===== src/rtl/inst_fetch_pkg.sv =====
// rtl/inst_fetch_pkg.sv - fetch-stage vector constants, NOP encoding and next-PC source enum
package inst_fetch_pkg;

    localparam logic [31:0] DEF_RESET_PC  = 32'h8000_0000;
    localparam logic [31:0] DEF_IRQ_VEC   = 32'h8000_0004;
    localparam logic [31:0] DEF_EXC_VEC   = 32'h8000_0008;
    localparam logic [31:0] DEF_NOP_INSTR = 32'h0000_0000;

    typedef enum logic [2:0] {
        SRC_SEQ,
        SRC_HOLD,
        SRC_BRANCH,
        SRC_JUMP,
        SRC_JR,
        SRC_IRQ,
        SRC_EXC
    } pc_src_e;

    function automatic logic [31:0] word_index(input logic [31:0] byte_addr);
        return {3'b000, byte_addr[30:2]};
    endfunction

endpackage


===== src/rtl/inst_fetch_pc_next_sel.sv =====
// rtl/inst_fetch_pc_next_sel.sv - combinational priority mux selecting the next fetch PC
module pc_next_sel
    import inst_fetch_pkg::*;
#(
    parameter logic [31:0] IRQ_VEC = DEF_IRQ_VEC,
    parameter logic [31:0] EXC_VEC = DEF_EXC_VEC
) (
    input  logic [31:0] pc,
    input  logic        stall,
    input  logic        branch_taken,
    input  logic [31:0] branch_target,
    input  logic        jump,
    input  logic [31:0] jump_target,
    input  logic        jr,
    input  logic [31:0] jr_target,
    input  logic        irq,
    input  logic        exception,
    input  logic [31:0] exc_pc,
    output logic [31:0] next_pc,
    output logic        redirect,
    output logic        epc_load,
    output logic [31:0] epc_value
);

    pc_src_e src;

    // Interrupts are masked while executing in kernel space (pc[31] set).
    always_comb begin
        src = SRC_SEQ;
        if (exception)              src = SRC_EXC;
        else if (irq && !pc[31])    src = SRC_IRQ;
        else if (jr)                src = SRC_JR;
        else if (jump)              src = SRC_JUMP;
        else if (branch_taken)      src = SRC_BRANCH;
        else if (stall)             src = SRC_HOLD;
    end

    always_comb begin
        next_pc   = pc + 32'd4;
        epc_load  = 1'b0;
        epc_value = pc;
        case (src)
            SRC_EXC: begin
                next_pc   = EXC_VEC;
                epc_load  = 1'b1;
                epc_value = exc_pc;
            end
            SRC_IRQ: begin
                next_pc   = IRQ_VEC;
                epc_load  = 1'b1;
            end
            SRC_JR:     next_pc = jr_target;
            SRC_JUMP:   next_pc = jump_target;
            SRC_BRANCH: next_pc = branch_target;
            SRC_HOLD:   next_pc = pc;
            default:    next_pc = pc + 32'd4;
        endcase
    end

    assign redirect = (src != SRC_SEQ) && (src != SRC_HOLD);

endmodule


===== src/rtl/inst_fetch.sv =====
// rtl/inst_fetch.sv - MIPS fetch stage: PC register, ROM addressing and IF/ID register
module inst_fetch
    import inst_fetch_pkg::*;
#(
    parameter logic [31:0] RESET_PC  = DEF_RESET_PC,
    parameter logic [31:0] IRQ_VEC   = DEF_IRQ_VEC,
    parameter logic [31:0] EXC_VEC   = DEF_EXC_VEC,
    parameter logic [31:0] NOP_INSTR = DEF_NOP_INSTR
) (
    input  logic        clk,
    input  logic        reset,
    output logic [31:0] rom_addr,
    input  logic [31:0] rom_data,
    input  logic        stall,
    input  logic        flush,
    input  logic        branch_taken,
    input  logic [31:0] branch_target,
    input  logic        jump,
    input  logic [31:0] jump_target,
    input  logic        jr,
    input  logic [31:0] jr_target,
    input  logic        irq,
    input  logic        exception,
    input  logic [31:0] exc_pc,
    output logic [31:0] pc,
    output logic [31:0] if_id_instr,
    output logic [31:0] if_id_pc4,
    output logic        if_id_valid,
    output logic [31:0] epc
);

    logic [31:0] next_pc;
    logic        redirect;
    logic        epc_load;
    logic [31:0] epc_value;

    pc_next_sel #(
        .IRQ_VEC (IRQ_VEC),
        .EXC_VEC (EXC_VEC)
    ) u_pc_next_sel (
        .pc            (pc),
        .stall         (stall),
        .branch_taken  (branch_taken),
        .branch_target (branch_target),
        .jump          (jump),
        .jump_target   (jump_target),
        .jr            (jr),
        .jr_target     (jr_target),
        .irq           (irq),
        .exception     (exception),
        .exc_pc        (exc_pc),
        .next_pc       (next_pc),
        .redirect      (redirect),
        .epc_load      (epc_load),
        .epc_value     (epc_value)
    );

    assign rom_addr = word_index(pc);

    always_ff @(posedge clk or posedge reset) begin
        if (reset) begin
            pc          <= RESET_PC;
            if_id_instr <= NOP_INSTR;
            if_id_pc4   <= 32'd0;
            if_id_valid <= 1'b0;
            epc         <= 32'd0;
        end else begin
            pc <= next_pc;
            if (epc_load)
                epc <= epc_value;
            // Bubbles keep the old pc4 so downstream link logic sees a stable value.
            if (redirect || flush) begin
                if_id_instr <= NOP_INSTR;
                if_id_valid <= 1'b0;
            end else if (!stall) begin
                if_id_instr <= rom_data;
                if_id_pc4   <= pc + 32'd4;
                if_id_valid <= 1'b1;
            end
        end
    end

endmodule


===== config.mk =====
export PLATFORM = sky130hd
export DESIGN_NAME = inst_fetch
export DESIGN_NICKNAME = d
export VERILOG_FILES = /design/src/rtl/inst_fetch_pkg.sv /design/src/rtl/inst_fetch_pc_next_sel.sv /design/src/rtl/inst_fetch.sv
export SDC_FILE = /design/constraint.sdc
export NUM_CORES = 1
export LEC_CHECK = 0
export CAP_MARGIN = 0
export CORE_ASPECT_RATIO = 0.5
export CORE_UTILIZATION = 42
export CTS_CLUSTER_DIAMETER = 200
export DETAILED_ROUTE_END_ITERATION = 10
export PLACE_DENSITY = 0.81
export RECOVER_POWER = 50
export SYNTH_ARGS = -nofsm -noshare
export SYNTH_HDL_FRONTEND = slang
export SYNTH_SLANG_ARGS = --single-unit

===== constraint.sdc =====
create_clock -name clk -period 5.2 [get_ports clk]
set_clock_uncertainty 0.15 [all_clocks]
set_input_delay 0.78 -clock clk [delete_from_list [all_inputs] [get_ports clk]]
set_output_delay 0.78 -clock clk [all_outputs]
set_load 0.1 [all_outputs]

==> run summary, run 1 <==
================================================================================
Number of global-route vias before repair                                  6,439
Root buffer cell                                                    sky130_fd_sc_hd__clkbuf_16
GRT Resource Usage Total                                                   27.7%
Worst-Margin Slew                                                        1910 ps
Internal portion of total power                                          2.37 mW
Async set-reset flop share out of synthesis                                 100%
Number of instances resized during post-cts repair                             0
Clk slew on worst S/H paths                                                60 ps
Fraction of layout instances using a drive strength above 1                7.87%
Critical path start-end classification                                 in -> reg
Status                                                              finished, violations left
Clk Latency, worst-skew pair                                              410 ps
Routed via count divided by cell count                                      5.46
Post-CTS Hold Buffers                                                          0
Cells after Synth                                                            686
Dpl hpwl                                                                 17.2 mm
Wire length of the first global-routing pass                             36.1 mm
Filler cell count                                                          1,228
Yosys warning total                                                            0
Top post-synthesis cells by area                                    sky130_fd_sc_hd__dfrtp_1 (46%), sky130_fd_sc_hd__mux2i_1 (6.8%), sky130_fd_sc_hd__xnor2_1 (4.4%), sky130_fd_sc_hd__a22o_1 (4.2%), sky130_fd_sc_hd__buf_4 (3.9%)
Maximum number of pins on one net before global-route repair                  96
Setup repair after global routing missed its margin                           no
Detailed Route Iter0 Violations                                              373
Height of the die                                                        92.8 um
Number of buffers inserted by port buffering                                 326
Total Power Consumption                                                  4.24 mW
Average detailed-routed wire length per instance                         19.8 um
Violations in the final reports                                     capacitance limit, slew limit
Worst min-delay path class                                            reg -> reg
Floorplan core area                                                   15,700 um2
Clock tree from TritonCTS                                                   done
Slowest library cell on the worst path                              sky130_fd_sc_hd__or4_1
Beginning of the worst register-to-register path                    pc[31]$_DFFE_PP1P_
Antenna cell count                                                             0
Number of hold violations in the final report                                  0
Kind of cell adding the most delay to the critical path             simple AND/OR/NAND/NOR gates
Buffer depth of the longest clock path                                         2
Crit start category                                                 primary input
Flip-flop cell with the highest count after synthesis               sky130_fd_sc_hd__dfrtp_1
Count of different cell masters after synthesis                               58
Detail Route Antenna Nets                                                      0
Max Cap Violations                                                             2
Total clock sinks                                                            129
Top-area cell type share of the netlist area                               46.3%
Inserted Clock Buffers                                                        17
Element type at the critical path end                                   register
Number of flops mapped to enable cells by yosys                                0
Share of total power consumed by net switching                             44.1%
Metal3 WL                                                                1.43 mm
Leakage power                                                            4.30 nW
Critical path buffer and inverter count                                        1
Post-CTS setup-driven buffer insertion count                                   0
Slowest Stage Delay on Critical Path                                     1110 ps
Critical Path Start                                                           jr
Sequential Power Share                                                     29.1%
Remaining global-route overflow                                                0
Comb power frac                                                            39.8%
Die span in x                                                             184 um
Post-layout min period                                                   3780 ps
Nets@finish                                                                1,123
Register-to-register setup slack                                         1920 ps
Total power divided by cell area                                      396 nW/um2
Overall via count from detail_route                                        6,485
Met1 wire length                                                         9.80 mm
Length in cells of the worst reg-to-reg path                                   4
Logic depth of the worst setup path including buffers                          4
Router iterations before antenna repair                                        5
Number of antenna violations at the first check in global routing              0
H-tree Lvls                                                                    4
Seq cells post-synth                                                         129
Top cell type by total area after synthesis                         sky130_fd_sc_hd__dfrtp_1
Placer's final routability congestion estimate                             0.847
Max-slew violations                                                           60
Average size of a mapped cell                                           10.1 um2
Ranking of synthesized cells by instance count                      sky130_fd_sc_hd__dfrtp_1 (128), sky130_fd_sc_hd__nand2_1 (57), sky130_fd_sc_hd__nor2_1 (48)
Count of boundary I/O pins                                                   330
Accumulated negative setup slack                                            0 ps
Routed WL                                                                23.5 mm
Die Footprint                                                         17,000 um2
Netlist area before placement                                           6920 um2
Final clock period utilization by the worst path                           72.7%
Critical Path Sink                                                  if_id_instr[4]$_DFFE_PP0P_
Remaining routing DRC violations                                               0
Crit Path Max Fanout                                                          32
Worst Path Required                                                      5400 ps
Share of the yosys chip area belonging to registers                        46.7%
Highest routing layer actually used                                         met4
Part of the total power dissipated in the clock network                    31.2%
Max IR drop VDD                                                           256 uV
Count leader, synth                                                 sky130_fd_sc_hd__dfrtp_1
Max-Slew Margin vs Limit                                                  -27.4%
Net switching power of the design                                        1.87 mW
Area added between synthesis and finish                                    54.6%
Crit Reg-Reg Endpoint                                               if_id_instr[4]$_DFFE_PP0P_
Arrival time at the worst endpoint                                       3980 ps
Chain of cells forming the critical path                            clkdlybuf4s50_1 > or4_1 > nor3_4 > a22o_1
Initial core utilization                                                   44.0%
Setup Viol. Count Final                                                        0
Top achievable clock speed                                             0.264 GHz
WL met2                                                                  11.8 mm
Number of core rows                                                           32
================================================================================
==> power by group through the flow <==
stage / Sequential, mW / Combinational, mW / Clock [mW]
4_1_cts: 1.23 / 1.70 / 1.33
3_3_place_gp: 1.24 / 1.69 / 0
6_report: 1.23 / 1.68 / 1.32
3_5_place_dp: 1.25 / 1.70 / 0
5_1_grt: 1.25 / 1.73 / 1.38
2_1_floorplan: 2.02 / 0.443 / 0
==> kinds of logic after synthesis <==
kind of cell	synth area share, %
multiplexers	9.73
AO/OA/AOI/OAI	15.7
other	0.0542
AND/OR/NAND/NOR	13.2
flip-flops	46.7
adder cells (fa/ha/maj)	0.181
buffers and inverters	8.03
XOR/XNOR	6.45
==> registers in the layout (all words and copies together) (netlist names) <==
signal,flops
epc,32
if_id_valid,1
if_id_instr,32
pc,32
if_id_pc4,32
==> layout make-up <==
type                       instances  area [um2]  area share [%]
timing repair buffer             336        3340            31.2
sequential                       129        3230            30.2
multi-input combinational        463        3190            29.8
clock buffer                      17         425            3.98
tap                              221         277            2.58
clock inverter                    15         218            2.03
inverter                           6        27.5           0.257
==> worst register-to-register path, delay by kind of cell (launching register included) <==
family,cells,cell delay (ps)
and+or+nand+nor,3,2140
DFF,1,620
AOI/OAI and AO/OA,1,300
==> how the worst min path moves through the flow <==
stage                     slack (ps)                     endpoint  cells past startpoint                        start
final                            350  if_id_instr[15]$_DFFE_PP0P_                      1  if_id_instr[15]$_DFFE_PP0P_
after global routing             370  if_id_instr[22]$_DFFE_PP0P_                      1  if_id_instr[22]$_DFFE_PP0P_
after CTS                        360  if_id_instr[15]$_DFFE_PP0P_                      1  if_id_instr[15]$_DFFE_PP0P_
after detailed placement         340  if_id_instr[30]$_DFFE_PP0P_                      1  if_id_instr[30]$_DFFE_PP0P_
after global placement           330          epc[31]$_DFFE_PP0P_                      1          epc[31]$_DFFE_PP0P_
after floorplan                  700      if_id_valid$_DFFE_PP0P_                      1                        flush
==> cell usage in the layout (no fill, tap or decap), drive strengths merged, types with 5 or more instances in the layout <==
| master | count |
|---|---|
| clkdlybuf4s50 | 280 |
| dfrtp | 128 |
| nand2 | 57 |
| nor2 | 48 |
| mux2i | 47 |
| a21oi | 46 |
| dlygate4sd3 | 45 |
| o21ai | 37 |
| xnor2 | 35 |
| a22o | 33 |
| clkbuf | 19 |
| mux2 | 18 |
| xor2 | 16 |
| nor3 | 14 |
| nor4 | 14 |
| inv | 14 |
| nand3 | 13 |
| a221oi | 11 |
| o221ai | 11 |
| nand4 | 10 |
| buf | 9 |
| and3 | 6 |
| a22oi | 5 |
==> routing by layer <==
| metal | vias up | track usage, % |
|---|---|---|
| li1 | 2969 | - |
| met5 | - | 0 |
| met2 | 259 | 46.9 |
| met4 | 0 | 8.40 |
| met1 | 3218 | 36.0 |
| met3 | 39 | 5.31 |
==> metrics by stage <==
stage	setup WS, ps	hold slack [ps]	util, %	cell area, um2	instances
after floorplan	831	703	-	6930	688
after global routing	1180	368	68.0	10700	1187
after global placement	1500	331	64.0	10100	1155
final	1420	353	68.0	10700	1187
after CTS	1830	358	68.1	10700	1187
after detailed placement	1410	343	64.0	10100	1155
(Power assumes the default switching activity.)
==> inputs of run 2 (changes only) <==
==> constraint.sdc (replaced) <==
create_clock -name clk -period 3.8 [get_ports clk]
set_clock_uncertainty 0.15 [all_clocks]
set_input_delay 0.57 -clock clk [delete_from_list [all_inputs] [get_ports clk]]
set_output_delay 0.57 -clock clk [all_outputs]
set_load 0.1 [all_outputs]
==> run 2 against run 1 <==
Compared with the run above:
- the flow still finishes with violations (capacitance limit, slew limit)
- sequential share of layout area increased by 0.18 points
- design area is 0.60% lower
- die area unchanged
- setup slack got worse by 800 ps
- non-clock buffer count grew 7
- critical path depth increased by 1
- sequential power is 37% higher
==> run summary, run 2 (synthesis results as in run 1) <==
================================================================================
Status                                                              finished, violations left
Violations in the final reports                                     capacitance limit, slew limit
Beginning of the worst register-to-register path                    pc[2]$_DFFE_PP0P_
Overall via count from detail_route                                        6,509   +0.37%
Post-CTS Hold Buffers                                                          0   unchanged
Routed WL                                                                23.6 mm   +0.15%
Router iterations before antenna repair                                        5   unchanged
Max-slew violations                                                            9   -85%
Crit Path Max Fanout                                                           8   -75%
Dpl hpwl                                                                 17.3 mm   +0.16%
Die Footprint                                                         17,000 um2   unchanged
Worst hold path startpoint                                          if_id_instr[17]$_DFFE_PP0P_
Max-Slew Margin vs Limit                                                  -10.8%   +17 points
Fraction of layout instances using a drive strength above 1                8.22%   +0.35 points
Post-route core utilization                                                67.6%   -0.41 points
Inserted Clock Buffers                                                        17   unchanged
Average detailed-routed wire length per instance                         19.7 um   -0.44%
Final clock period utilization by the worst path                           83.7%
Clk slew on worst S/H paths                                                70 ps   about the same
Critical Path Start                                                 pc[2]$_DFFE_PP0P_
Detailed Route Iter0 Violations                                              536   +44%
Tightest hold margin                                                      356 ps   +2.27 ps
Number of core rows                                                           32   unchanged
Floorplan core area                                                   15,700 um2   unchanged
Filler cell count                                                          1,227   -0.081%
Most common cell after layout, fill and taps aside                  sky130_fd_sc_hd__clkdlybuf4s50_1
Critical path start-end classification                                reg -> reg
Worst-Margin Slew                                                        1650 ps   -264 ps
Clk Latency, worst-skew pair                                              420 ps   about the same
Highest-count cells in the layout ignoring fill and taps            sky130_fd_sc_hd__clkdlybuf4s50_1 (295), sky130_fd_sc_hd__dfrtp_1 (128), sky130_fd_sc_hd__nand2_1 (57)
GRT Resource Usage Total                                                   27.7%   about the same
Storage cell area                                                       3230 um2   unchanged
Accumulated negative setup slack                                            0 ps   unchanged
H-tree Lvls                                                                    4   unchanged
Post-layout min period                                                   3180 ps
Number of buffers inserted by port buffering                                 326   unchanged
Clock tree from TritonCTS                                                   done
Number of instances resized during post-cts repair                             0   unchanged
Max IR drop VDD                                                           353 uV   +38%
Crit start category                                                     register
Setup repair after global routing missed its margin                           no
Worst Path Required                                                      3940 ps   -1460 ps
Top achievable clock speed                                             0.314 GHz
Element type at the critical path end                                   register
Arrival time at the worst endpoint                                       3320 ps   -660 ps
Remaining global-route overflow                                                0   unchanged
Count of boundary I/O pins                                                   330   unchanged
Post-CTS setup-driven buffer insertion count                                   0   unchanged
Maximum number of pins on one net before global-route repair                 109   +14%
Wire length of the first global-routing pass                             36.2 mm   +0.29%
Height of the die                                                        92.8 um   unchanged
Leakage power                                                            4.25 nW   -1.1%
Routed via count divided by cell count                                      5.45   -0.22%
Antenna cell count                                                             0   unchanged
Remaining routing DRC violations                                               0   unchanged
Number of global-route vias before repair                                  6,406   -0.51%
Number of antenna violations at the first check in global routing              0   unchanged
Die span in x                                                             184 um   unchanged
Total power divided by cell area                                      524 nW/um2   +32%
Root buffer cell                                                    sky130_fd_sc_hd__clkbuf_16
Multi-input logic area                                                  3180 um2   -0.35%
Buffer depth of the longest clock path                                         2   unchanged
Nets@finish                                                                1,130   +0.62%
Placer's final routability congestion estimate                             0.824   -2.7%
Max Cap Violations                                                             1   -1
Area added between synthesis and finish                                    53.7%
Worst min-delay path class                                            reg -> reg
Setup Viol. Count Final                                                        0   unchanged
Total clock sinks                                                            129   unchanged
Number of hold violations in the final report                                  0   unchanged
Detail Route Antenna Nets                                                      0   unchanged
Initial core utilization                                                   44.0%   unchanged
================================================================================
-- run 2: path summary, 6_finish.rpt --
path	end	slack, ps	cells past startpoint
max in group asynchronous	pc[22]$_DFFE_PP0P_	1760	3
min	if_id_instr[17]$_DFFE_PP0P_	360	1
min in group asynchronous	epc[5]$_DFFE_PP0P_	630	2
max reg2reg	if_id_pc4[25]$_DFFE_PP0P_	620	5
max	if_id_pc4[25]$_DFFE_PP0P_	620	5
min reg2reg	if_id_instr[17]$_DFFE_PP0P_	360	1
-- run 2: layout make-up --
| cell class | instances | area share, % |
|---|---|---|
| well taps | 221 | 2.60 |
| flip-flops and latches | 129 | 30.4 |
| repair buffers | 343 | 31.7 |
| multi-input cells | 463 | 29.9 |
| clock buffers | 17 | 4.00 |
| inverters | 6 | 0.223 |
| clock inverters | 15 | 1.27 |
-- run 2: metal layers --
layer / GRT usage [%] / wire length [um]
met1: 37.2 / 10000
met2: 46.1 / 11600
met3: 4.88 / 1430
met4: 7.71 / 455
met5: 0 / 0
-- run 2: metrics by stage --
stage / total power, mW / std cells / setup slack, ps / instance area (um2)
after CTS: 5.61 / 1194 / 778 / 10700
after global placement: 4.01 / 1162 / 716 / 10100
after global routing: 5.75 / 1194 / 487 / 10600
after detailed placement: 4.04 / 1162 / 634 / 10100
after floorplan: 3.38 / 688 / 1000 / 6930
final: 5.58 / 1194 / 618 / 10600
-- run 2: worst max-delay path, stage by stage, from the launching register on --
cell and delay, ps:
sky130_fd_sc_hd__dfrtp_1 590, sky130_fd_sc_hd__nand3_1 310, sky130_fd_sc_hd__nor4_1 1410, sky130_fd_sc_hd__nand3_1 270, sky130_fd_sc_hd__xor2_1 250, sky130_fd_sc_hd__a21oi_1 80
-- run 2: power breakdown --
group          switching [mW]  leakage [nW]  total (mW)  internal (mW)
Clock                   0.713         0.268        1.58          0.864
Sequential              0.158          1.66        1.68           1.53
Combinational            1.71          2.32        2.32          0.601
